### src/rtl/gpu_pixel_write_buffer.sv
// gpu_pixel_write_buffer
//
// Collects blended pixels from the write-back stage into 16-pixel line blocks.
// Each block is aligned to a VRAM line segment and carries a per-pixel write
// mask. Finished blocks go to the VRAM write arbiter as single burst requests.
//
// Two banks are used. FILL gathers incoming pixels. PEND holds the block that
// is currently offered to the arbiter. The pipeline is stalled only when a
// pixel needs a new block while PEND is still waiting for its acknowledge, or
// while a requested flush has not yet been able to move FILL into PEND.
//
// Ports:
//   clk                clock
//   i_rst              synchronous active-high reset
//   i_pixelValid       a pixel is presented this cycle
//   i_scrX[9:0]        pixel X coordinate
//   i_scrY[8:0]        pixel Y coordinate
//   i_color[15:0]      final pixel value (bit15 is the VRAM mask bit)
//   i_blockTransition  non-zero: flush FILL after this cycle's pixel
//   i_flushAll         level: flush every cycle it is high
//   o_pause            stall upstream; inputs are not consumed this cycle
//   o_idle             nothing buffered, nothing requested, no flush waiting
//   o_writeReq         block write request (held until i_writeAck)
//   o_writeAdr[14:0]   {scrY, scrX[9:4]} of the block
//   o_writeData[255:0] pixel n at bits [16n+15:16n]
//   o_writeMask[15:0]  bit n set when pixel n was written
//   i_writeAck         arbiter accepted the request this cycle
//   o_statBlocks[15:0] accepted request count (statistics build only)
//   o_statStall[15:0]  stall cycle count (statistics build only)
//
// Build option:
//   GPU_WBUF_STATS_EN  when defined, o_statBlocks/o_statStall are saturating
//                      counters; otherwise both are tied to zero.

module gpu_pixel_write_buffer #(
    parameter int BLOCK_LOG2 = 4
) (
    input  logic         clk,
    input  logic         i_rst,
    input  logic         i_pixelValid,
    input  logic [9:0]   i_scrX,
    input  logic [8:0]   i_scrY,
    input  logic [15:0]  i_color,
    input  logic [1:0]   i_blockTransition,
    input  logic         i_flushAll,
    output logic         o_pause,
    output logic         o_idle,
    output logic         o_writeReq,
    output logic [14:0]  o_writeAdr,
    output logic [255:0] o_writeData,
    output logic [15:0]  o_writeMask,
    input  logic         i_writeAck,
    output logic [15:0]  o_statBlocks,
    output logic [15:0]  o_statStall
);

    localparam int SLOTS  = 1 << BLOCK_LOG2;
    localparam int TAG_W  = 9 + 10 - BLOCK_LOG2;
    localparam int DATA_W = SLOTS * 16;

    // FILL bank
    logic              fValid;
    logic [TAG_W-1:0]  fillTag;
    logic [DATA_W-1:0] fillData;
    logic [SLOTS-1:0]  fillMask;

    // PEND bank
    logic              pValid;
    logic [TAG_W-1:0]  pendTag;
    logic [DATA_W-1:0] pendData;
    logic [SLOTS-1:0]  pendMask;

    logic              flushPending;

    // Decoded per-cycle control
    logic [TAG_W-1:0]      tagIn;
    logic [BLOCK_LOG2-1:0] slot;
    logic [SLOTS-1:0]      slotHot;
    logic                  tagMismatch;
    logic                  pendFree;
    logic                  pause;
    logic                  pixelAccept;
    logic                  transAccept;
    logic                  startFresh;
    logic                  handoffOnPixel;
    logic                  handoffOnFlush;
    logic                  loadPend;

    // Decode the incoming pixel against the FILL bank and work out what this
    // cycle does. PEND counts as free when it is empty or when the arbiter
    // takes it this very cycle, so a block can be handed over in the same
    // cycle the previous one is acknowledged. While a flush is waiting the
    // pipeline is held, which also guarantees that a pixel is never accepted
    // in the same cycle as a flush-driven handoff.
    always_comb begin
        tagIn          = {i_scrY, i_scrX[9:BLOCK_LOG2]};
        slot           = i_scrX[BLOCK_LOG2-1:0];
        slotHot        = '0;
        slotHot[slot]  = 1'b1;

        tagMismatch    = fValid && (tagIn != fillTag);
        pendFree       = !pValid || i_writeAck;

        pause          = flushPending || (i_pixelValid && tagMismatch && !pendFree);

        pixelAccept    = i_pixelValid && !pause;
        transAccept    = ((i_blockTransition != 2'b00) || i_flushAll) && !pause;
        startFresh     = !fValid || tagMismatch;

        handoffOnPixel = pixelAccept && tagMismatch;
        handoffOnFlush = flushPending && pendFree && fValid;
        loadPend       = handoffOnPixel || handoffOnFlush;
    end

    // Control state: valid flags, masks and the pending flush. A handoff
    // always wins over an acknowledge because the acknowledge is exactly what
    // made room for it. A transition accepted in the same cycle as a pixel
    // only takes effect from the next cycle, so the pixel lands in FILL first
    // and then travels with the flushed block.
    always_ff @(posedge clk) begin
        if (i_rst) begin
            fValid       <= 1'b0;
            pValid       <= 1'b0;
            flushPending <= 1'b0;
            fillMask     <= '0;
            pendMask     <= '0;
        end else begin
            if (loadPend) begin
                pValid   <= 1'b1;
                pendMask <= fillMask;
            end else if (i_writeAck) begin
                pValid   <= 1'b0;
            end

            if (pixelAccept) begin
                fValid <= 1'b1;
                if (startFresh) begin
                    fillMask <= slotHot;
                end else begin
                    fillMask <= fillMask | slotHot;
                end
            end else if (handoffOnFlush) begin
                fValid <= 1'b0;
            end

            if (transAccept) begin
                flushPending <= 1'b1;
            end else if (flushPending && pendFree) begin
                flushPending <= 1'b0;
            end
        end
    end

    // Block tags and pixel storage. These carry no reset because they are
    // only ever looked at through the valid flags and masks. Slots not
    // covered by the mask may hold pixels from an older block; the mask tells
    // the arbiter to skip them. Rewriting a slot simply overwrites it, so the
    // last write to a pixel wins.
    always_ff @(posedge clk) begin
        if (loadPend) begin
            pendTag  <= fillTag;
            pendData <= fillData;
        end
        if (pixelAccept) begin
            if (startFresh) begin
                fillTag <= tagIn;
            end
            fillData[int'(slot) * 16 +: 16] <= i_color;
        end
    end

    assign o_pause     = pause;
    assign o_idle      = !fValid && !pValid && !flushPending;
    assign o_writeReq  = pValid;
    assign o_writeAdr  = pendTag;
    assign o_writeData = pendData;
    assign o_writeMask = pendMask;

`ifdef GPU_WBUF_STATS_EN
    logic [15:0] statBlocks;
    logic [15:0] statStall;

    // Saturating statistics: accepted block requests and stalled cycles.
    // Saturation keeps long runs from wrapping back to small, misleading
    // numbers.
    always_ff @(posedge clk) begin
        if (i_rst) begin
            statBlocks <= '0;
            statStall  <= '0;
        end else begin
            if (pValid && i_writeAck && (statBlocks != 16'hFFFF)) begin
                statBlocks <= statBlocks + 16'd1;
            end
            if (pause && (statStall != 16'hFFFF)) begin
                statStall <= statStall + 16'd1;
            end
        end
    end

    assign o_statBlocks = statBlocks;
    assign o_statStall  = statStall;
`else
    assign o_statBlocks = '0;
    assign o_statStall  = '0;
`endif

endmodule
### config.mk
export PLATFORM = sky130hd
export DESIGN_NAME = gpu_pixel_write_buffer
export DESIGN_NICKNAME = d
export VERILOG_FILES = /design/src/rtl/gpu_pixel_write_buffer.sv
export SDC_FILE = /design/constraint.sdc
export NUM_CORES = 1
export LEC_CHECK = 0
export CAP_MARGIN = 20
export CORE_MARGIN = 2
export CORE_UTILIZATION = 51
export DETAILED_ROUTE_END_ITERATION = 6
export PLACE_DENSITY_LB_ADDON = 0.05
export SLEW_MARGIN = 10
export SYNTH_ARGS = -nofsm -noshare
export SYNTH_HDL_FRONTEND = slang
export SYNTH_SLANG_ARGS = --single-unit
export TNS_END_PERCENT = 10
### constraint.sdc
create_clock -name clk -period 19.6 [get_ports clk]
set_input_delay 1.96 -clock clk [delete_from_list [all_inputs] [get_ports clk]]
set_output_delay 1.96 -clock clk [all_outputs]
set_load 0.02 [all_outputs]
==> results of run 1 <==
## where the power goes
part	internal [mW]	leakage, nW	total, mW	switching [mW]
clock network	0.580	0.838	1.01	0.426
registers	1.39	5.02	1.41	0.0178
logic	0.0745	2.54	0.205	0.130
## cells in the mapped netlist, types with 2 or more instances
cell / count / area share (%)
a21oi_1: 2 / 0.050
and2_1: 129 / 4.1
and3_1: 2 / 0.063
buf_1: 4 / 0.075
buf_4: 33 / 1.2
buf_6: 2 / 0.11
clkbuf_1: 28 / 0.53
dfxtp_1: 35 / 3.5
edfxtp_1: 542 / 82
ha_1: 5 / 0.31
inv_1: 6 / 0.11
mux2i_1: 17 / 0.85
nand2_1: 40 / 0.75
nand2b_1: 41 / 1.3
nand3_1: 4 / 0.10
nand4_1: 3 / 0.094
nor2_1: 140 / 2.6
nor2b_1: 5 / 0.16
nor3_1: 16 / 0.40
nor4_1: 3 / 0.094
o22ai_1: 17 / 0.53
or2_2: 2 / 0.063
xnor2_1: 7 / 0.31
xor2_1: 9 / 0.40
## logic make-up (layout without fill, tap and decap cells)
family	after synthesis	after routing	share of synthesized area, %
AOI/OAI and AO/OA	24	24	0.880
xor gates and xnor gates	16	16	0.704
adders and majority gates	5	5	0.314
buffers and inverters	73	458	2.07
DFF	577	577	85.3
muxes	17	17	0.855
other	1	33	0.0188
and+or+nand+nor	389	389	9.90
## worst paths after layout
path / cells after the start / to / start
worst max-delay path: 8 / o_pause / i_scrX[4]
worst min-delay path: 0 / o_writeData[147] / fillData[147]
worst max register to register: 9 / o_writeData[183] / fillTag[6]
worst min register to register: 0 / o_writeData[147] / fillData[147]
## metal layers
metal | vias to the layer above | part of all wire [%]
met5 | - | 0
met4 | 0 | 2.1
met3 | 62 | 7.6
met2 | 386 | 50
met1 | 5100 | 40
li1 | 4686 | -
## registers in the layout (all words and copies together), names as in the netlist
register,count
o_writeMask,16
fillMask,16
fillData,256
flushPending,1
fillTag,15
o_writeData,256
fValid,1
o_writeReq,1
o_writeAdr,15
## final cells by class
type	count	area share (%)
Sequential cell	577	66.4
Timing Repair Buffer	352	13.6
Multi-Input combinational cell	483	10.6
Tap cell	518	2.54
Antenna cell	1	0.00979
Clock buffer	69	5.76
Clock inverter	31	0.940
Inverter	6	0.117
==> results.md, run 1 <==
- IO Pins: 364
- CTS tree: yes
- Fmax achieved: around 0.15 GHz
- Crit path required time: 17640 ps
- Wirelength per Cell: around 21 um
- Leading cell types in the layout, fill and taps excluded: edfxtp_1 (542), clkdlybuf4s50_1 (331), nor2_1 (139)
- Num CTS Buffers: 54
- Routed Antenna Nets: 0
- Post-Syn Area: 19900 um^2
- Final Cell Area: 25600 um^2
- Setup Skew: about 12 ps
- Worst Max-Slew Pin Slew: 1080 ps
- Placed Instance Area: 23800 um^2
- Vias per cell: 5.02
- Tightest Hold Check Type: reg2reg
- Total Routing Usage GR: 21.4%
- Post-CTS resize count: 0
- YS warnings: 0
- Util after Layout: around 66%
- Clock-pin slew on the worst setup and hold paths: 70 ps
- Core Footprint: around 39000 um^2
- Later-pin clock latency in the skew report: 590 ps
- Deepest clock path buffer count: 3
- Vias: 10234
- Primary FF master, synth: edfxtp_1
- Clock root cell: clkbuf_16
- Rows: 72
- Setup violators final: 0
- Buf/Inv on CP: 2
- Grt met1 use: 27.6%
- Slowest cell on the critical path: o41ai_4
- Placed Cells: 1936
- Final Max Slew Viols: 0
- Worst stage delay on the critical path: 700 ps
- Hold Buf Count CTS: 0
- Yosys cell types: 34
- Drt pass-1 iters: 7
- Seq/Total Area, Yosys: 85.3%
- Flop2flop setup slack: 15320 ps
- Most common cell after layout, fill and taps aside: edfxtp_1
- Global route total overflow: 0
- Register area: about 17000 um^2
- Die width: 202 um
- Final WL: 43400 um
- Layout area overhead: 28.4%
- Max-Cap Viols: 0
- Peak supply drop: 0.0000753 V
- Synth Area per Inst: between 15 and 20 um^2
- Leakage: ~8.4 nW
- Drt initial violations: 680
- Async SR Flop Fraction: 0%
- Dpl hpwl: 27100 um
- Setup ws final: around 13000 ps
- RSZ-0062 raised after global routing: false
- Number of synthesized flops with an enable pin: 542
- Synth Instances: 1102
- Post-Layout Cell Count: 2037
- Final Total Pwr: 2.62 mW
- Fraction of layout cells with a size suffix above 1: 7.71%
- Met2 Use GR: 35.7%
- Nets: around 1500
- CP Max Fanout: 8
- Setup tns final: 0 ps
- Setup crit start kind: input port
- Min Hold Slack: 405 ps
- Met3 Use GR: 5.83%
- CP Capture Type: primary output
- Initial Util: 51.6%
- Tcrit/Tclk final: around a third
- CP dominant cell by count: clkdlybuf4s50_1
- CP arrival: 4700 ps
- PwrDens: 103 nW/um^2
- Antenna violations before repair: 1
- Final hold vios: 0
- First-pass GRT wire length: 63300 um
- Die area: 40600 um^2
- Outcome: completed
- WS Path Type: in2out
- Top Family by Delay on Critical Path: buffers and inverters
- Period minus WS final: 6660 ps
- Residual DRC: 0
- Area occupied by multi-input gates: about 2700 um^2
- Post-CTS Repair Setup Buffers: 0
- H-tree depth: 2
- Largest net degree at the start of global routing: between 100 and 150
- Filler Cells Inserted: 2739
- Routability congestion estimate: 0.763
- # port buffers: 331
- Synthesized flop and latch total: 577
- Slew headroom: 28.1%
- CP cell instances: clkdlybuf4s50_1 -> xor2_1 -> nor4_1 -> nand2_1 -> o41ai_4 -> nor2_1 -> or2_2 -> clkdlybuf4s50_1
- # clock sinks: ~580
- DIE HEIGHT: a little over 200 um
- Global-route layer with the greatest usage: met2
- Vias in the first global route: between 10000 and 15000
- Post-place setup slack: 12890 ps
Power figures use the tool's default switching activity.
==> run 2: changes to the inputs <==
clock period = 6.9 ns   (was 19.6 ns; I/O delays follow)
==> results.md, run 2 (synthesized netlist as in run 1, its figures left out) <==
- Outcome: completed
- CP Max Fanout: 130
- Final Cell Area: approximately 26000 um^2
- Top Family by Delay on Critical Path: buffers and inverters
- Nets: ~1500
- Flop2flop setup slack: 2730 ps
- Wirelength per Cell: 21.7 um
- CP cell instances: clkdlybuf4s50_1 -> xor2_1 -> nor4_1 -> nand2_1 -> nor4_1 -> o21a_1 -> clkinvlp_4 -> buf_12
- PwrDens: 293 nW/um^2
- Fraction of layout cells with a size suffix above 1: 8.00%
- RR Endpoint: o_writeData[61]
- Clock-pin slew on the worst setup and hold paths: 60 ps
- Post-CTS Repair Setup Buffers: 0
- Leading cell types in the layout, fill and taps excluded: edfxtp_1 (542), clkdlybuf4s50_1 (331), nor2_1 (139)
- Deepest clock path buffer count: 3
- R2R cell count: 7
- Tightest Hold Check Type: reg2reg
- Leakage: 8.44 nW
- Placed Cells: 1934
- Rows: 72
- Peak supply drop: 0.000218 V
- IO Pins: about 360
- Die width: 202 um
- Initial Util: about half
- Util after Layout: about two thirds
- First-pass GRT wire length: 64900 um
- Dpl hpwl: 28200 um
- CTS tree: yes
- Setup violators final: 0
- Die area: 40600 um^2
- Setup crit start kind: input port
- Levels on crit path: 8
- # clock sinks: 577
- Filler Cells Inserted: between 2000 and 3000
- Placed Instance Area: 23800 um^2
- Most common cell after layout, fill and taps aside: edfxtp_1
- Layout area overhead: 28.7%
- Drt initial violations: 872
- Worst Max-Slew Pin Slew: between 1000 and 1500 ps
- Routability congestion estimate: 0.750
- Vias in the first global route: between 10000 and 15000
- Residual DRC: 0
- Largest net degree at the start of global routing: 131
- Reg-to-reg startpoint: fillTag[7]
- Post-CTS resize count: 0
- Later-pin clock latency in the skew report: 600 ps
- Drt pass-1 iters: 5
- Hold Buf Count CTS: 0
- Worst stage delay on the critical path: 920 ps
- Max-Cap Viols: 0
- Area occupied by multi-input gates: roughly 2700 um^2
- Crit path required time: around 7100 ps
- RSZ-0062 raised after global routing: false
- Buf/Inv on CP: 3
- Total Routing Usage GR: 22.0%
- Core Footprint: 38600 um^2
- Tcrit/Tclk final: 62.3%
- Final Max Slew Viols: 0
- Slew headroom: 28.9%
- CP arrival: 4510 ps
- Fmax achieved: 0.233 GHz
- Global route total overflow: 0
- CP Capture Type: flop
- Slowest cell on the critical path: o21a_1
- WS Path Type: in2reg
- Period minus WS final: 4300 ps
- Final hold vios: 0
- Setup tns final: 0 ps
- Cells on Worst Hold Path: 0
- H-tree depth: 2
- Final WL: 44400 um
- Setup Skew: 21.5 ps
- Vias: 10277
- # port buffers: 331
- Clock root cell: clkbuf_16
- Num CTS Buffers: 56
- Post-Layout Cell Count: 2044
- DIE HEIGHT: 202 um
- Vias per cell: 5.03
- CP dominant cell by count: nor4_1
- Min Hold Slack: 400 ps
- Routed Antenna Nets: 0
- Hold Crit Endpoint: o_writeData[12]
- Register area: 17000 um^2
- Min-delay src: fillData[12]
- Antenna violations before repair: 2
[run 2: changes by cell type in the layout (fill, tap and decap cells not counted), sizes merged]
cell,delta
clkinvlp,-1
inv,+1
clkbuf,+3
clkinv,+2
buf,+2
[run 2: metal layers]
metal,track usage (%),share of wire (%),vias up
li1,-,-,4682
met1,29.6,41,5140
met2,36.6,50,380
met3,4.08,6.5,75
met4,7.30,2.6,0
met5,0,0,-
[run 2: final cells by class]
cell class | instances | share of cell area [%]
sequential | 577 | 66.2
timing repair buffer | 354 | 13.7
multi-input combinational | 483 | 10.6
clock buffer | 72 | 5.86
tap | 518 | 2.53
clock inverter | 33 | 1.01
inverter | 6 | 0.103
antenna | 1 | 0.00976
[run 2: worst max-delay path by stage]
stage              start          endpoint
4_1_cts        i_scrY[1]  o_writeData[164]
3_5_place_dp   i_scrY[1]   o_writeData[60]
6_report       i_scrY[1]   o_writeData[61]
5_1_grt        i_scrY[1]   o_writeData[61]
2_1_floorplan  i_scrY[1]     o_writeAdr[0]
3_3_place_gp   i_scrY[1]   o_writeData[60]
[run 2: power by group]
group	internal, mW	switching (mW)
clock network	1.68	1.23
logic	0.214	0.371
registers	3.96	0.0520
[run 2: through the flow]
step	total power, mW	setup WS, ps
floorplan	4.38	403
global placement	4.67	2110
detailed placement	4.67	1970
CTS	7.56	2590
global route	7.73	2330
finish	7.51	2600
[run 2: worst reg2reg max path, stage by stage, from the launching register on]
cell and delay (ps):
edfxtp_1 390, xor2_1 170, nor4_1 340, nand2_1 170, nor4_1 510, o21a_1 920, clkinvlp_4 720, buf_12 420
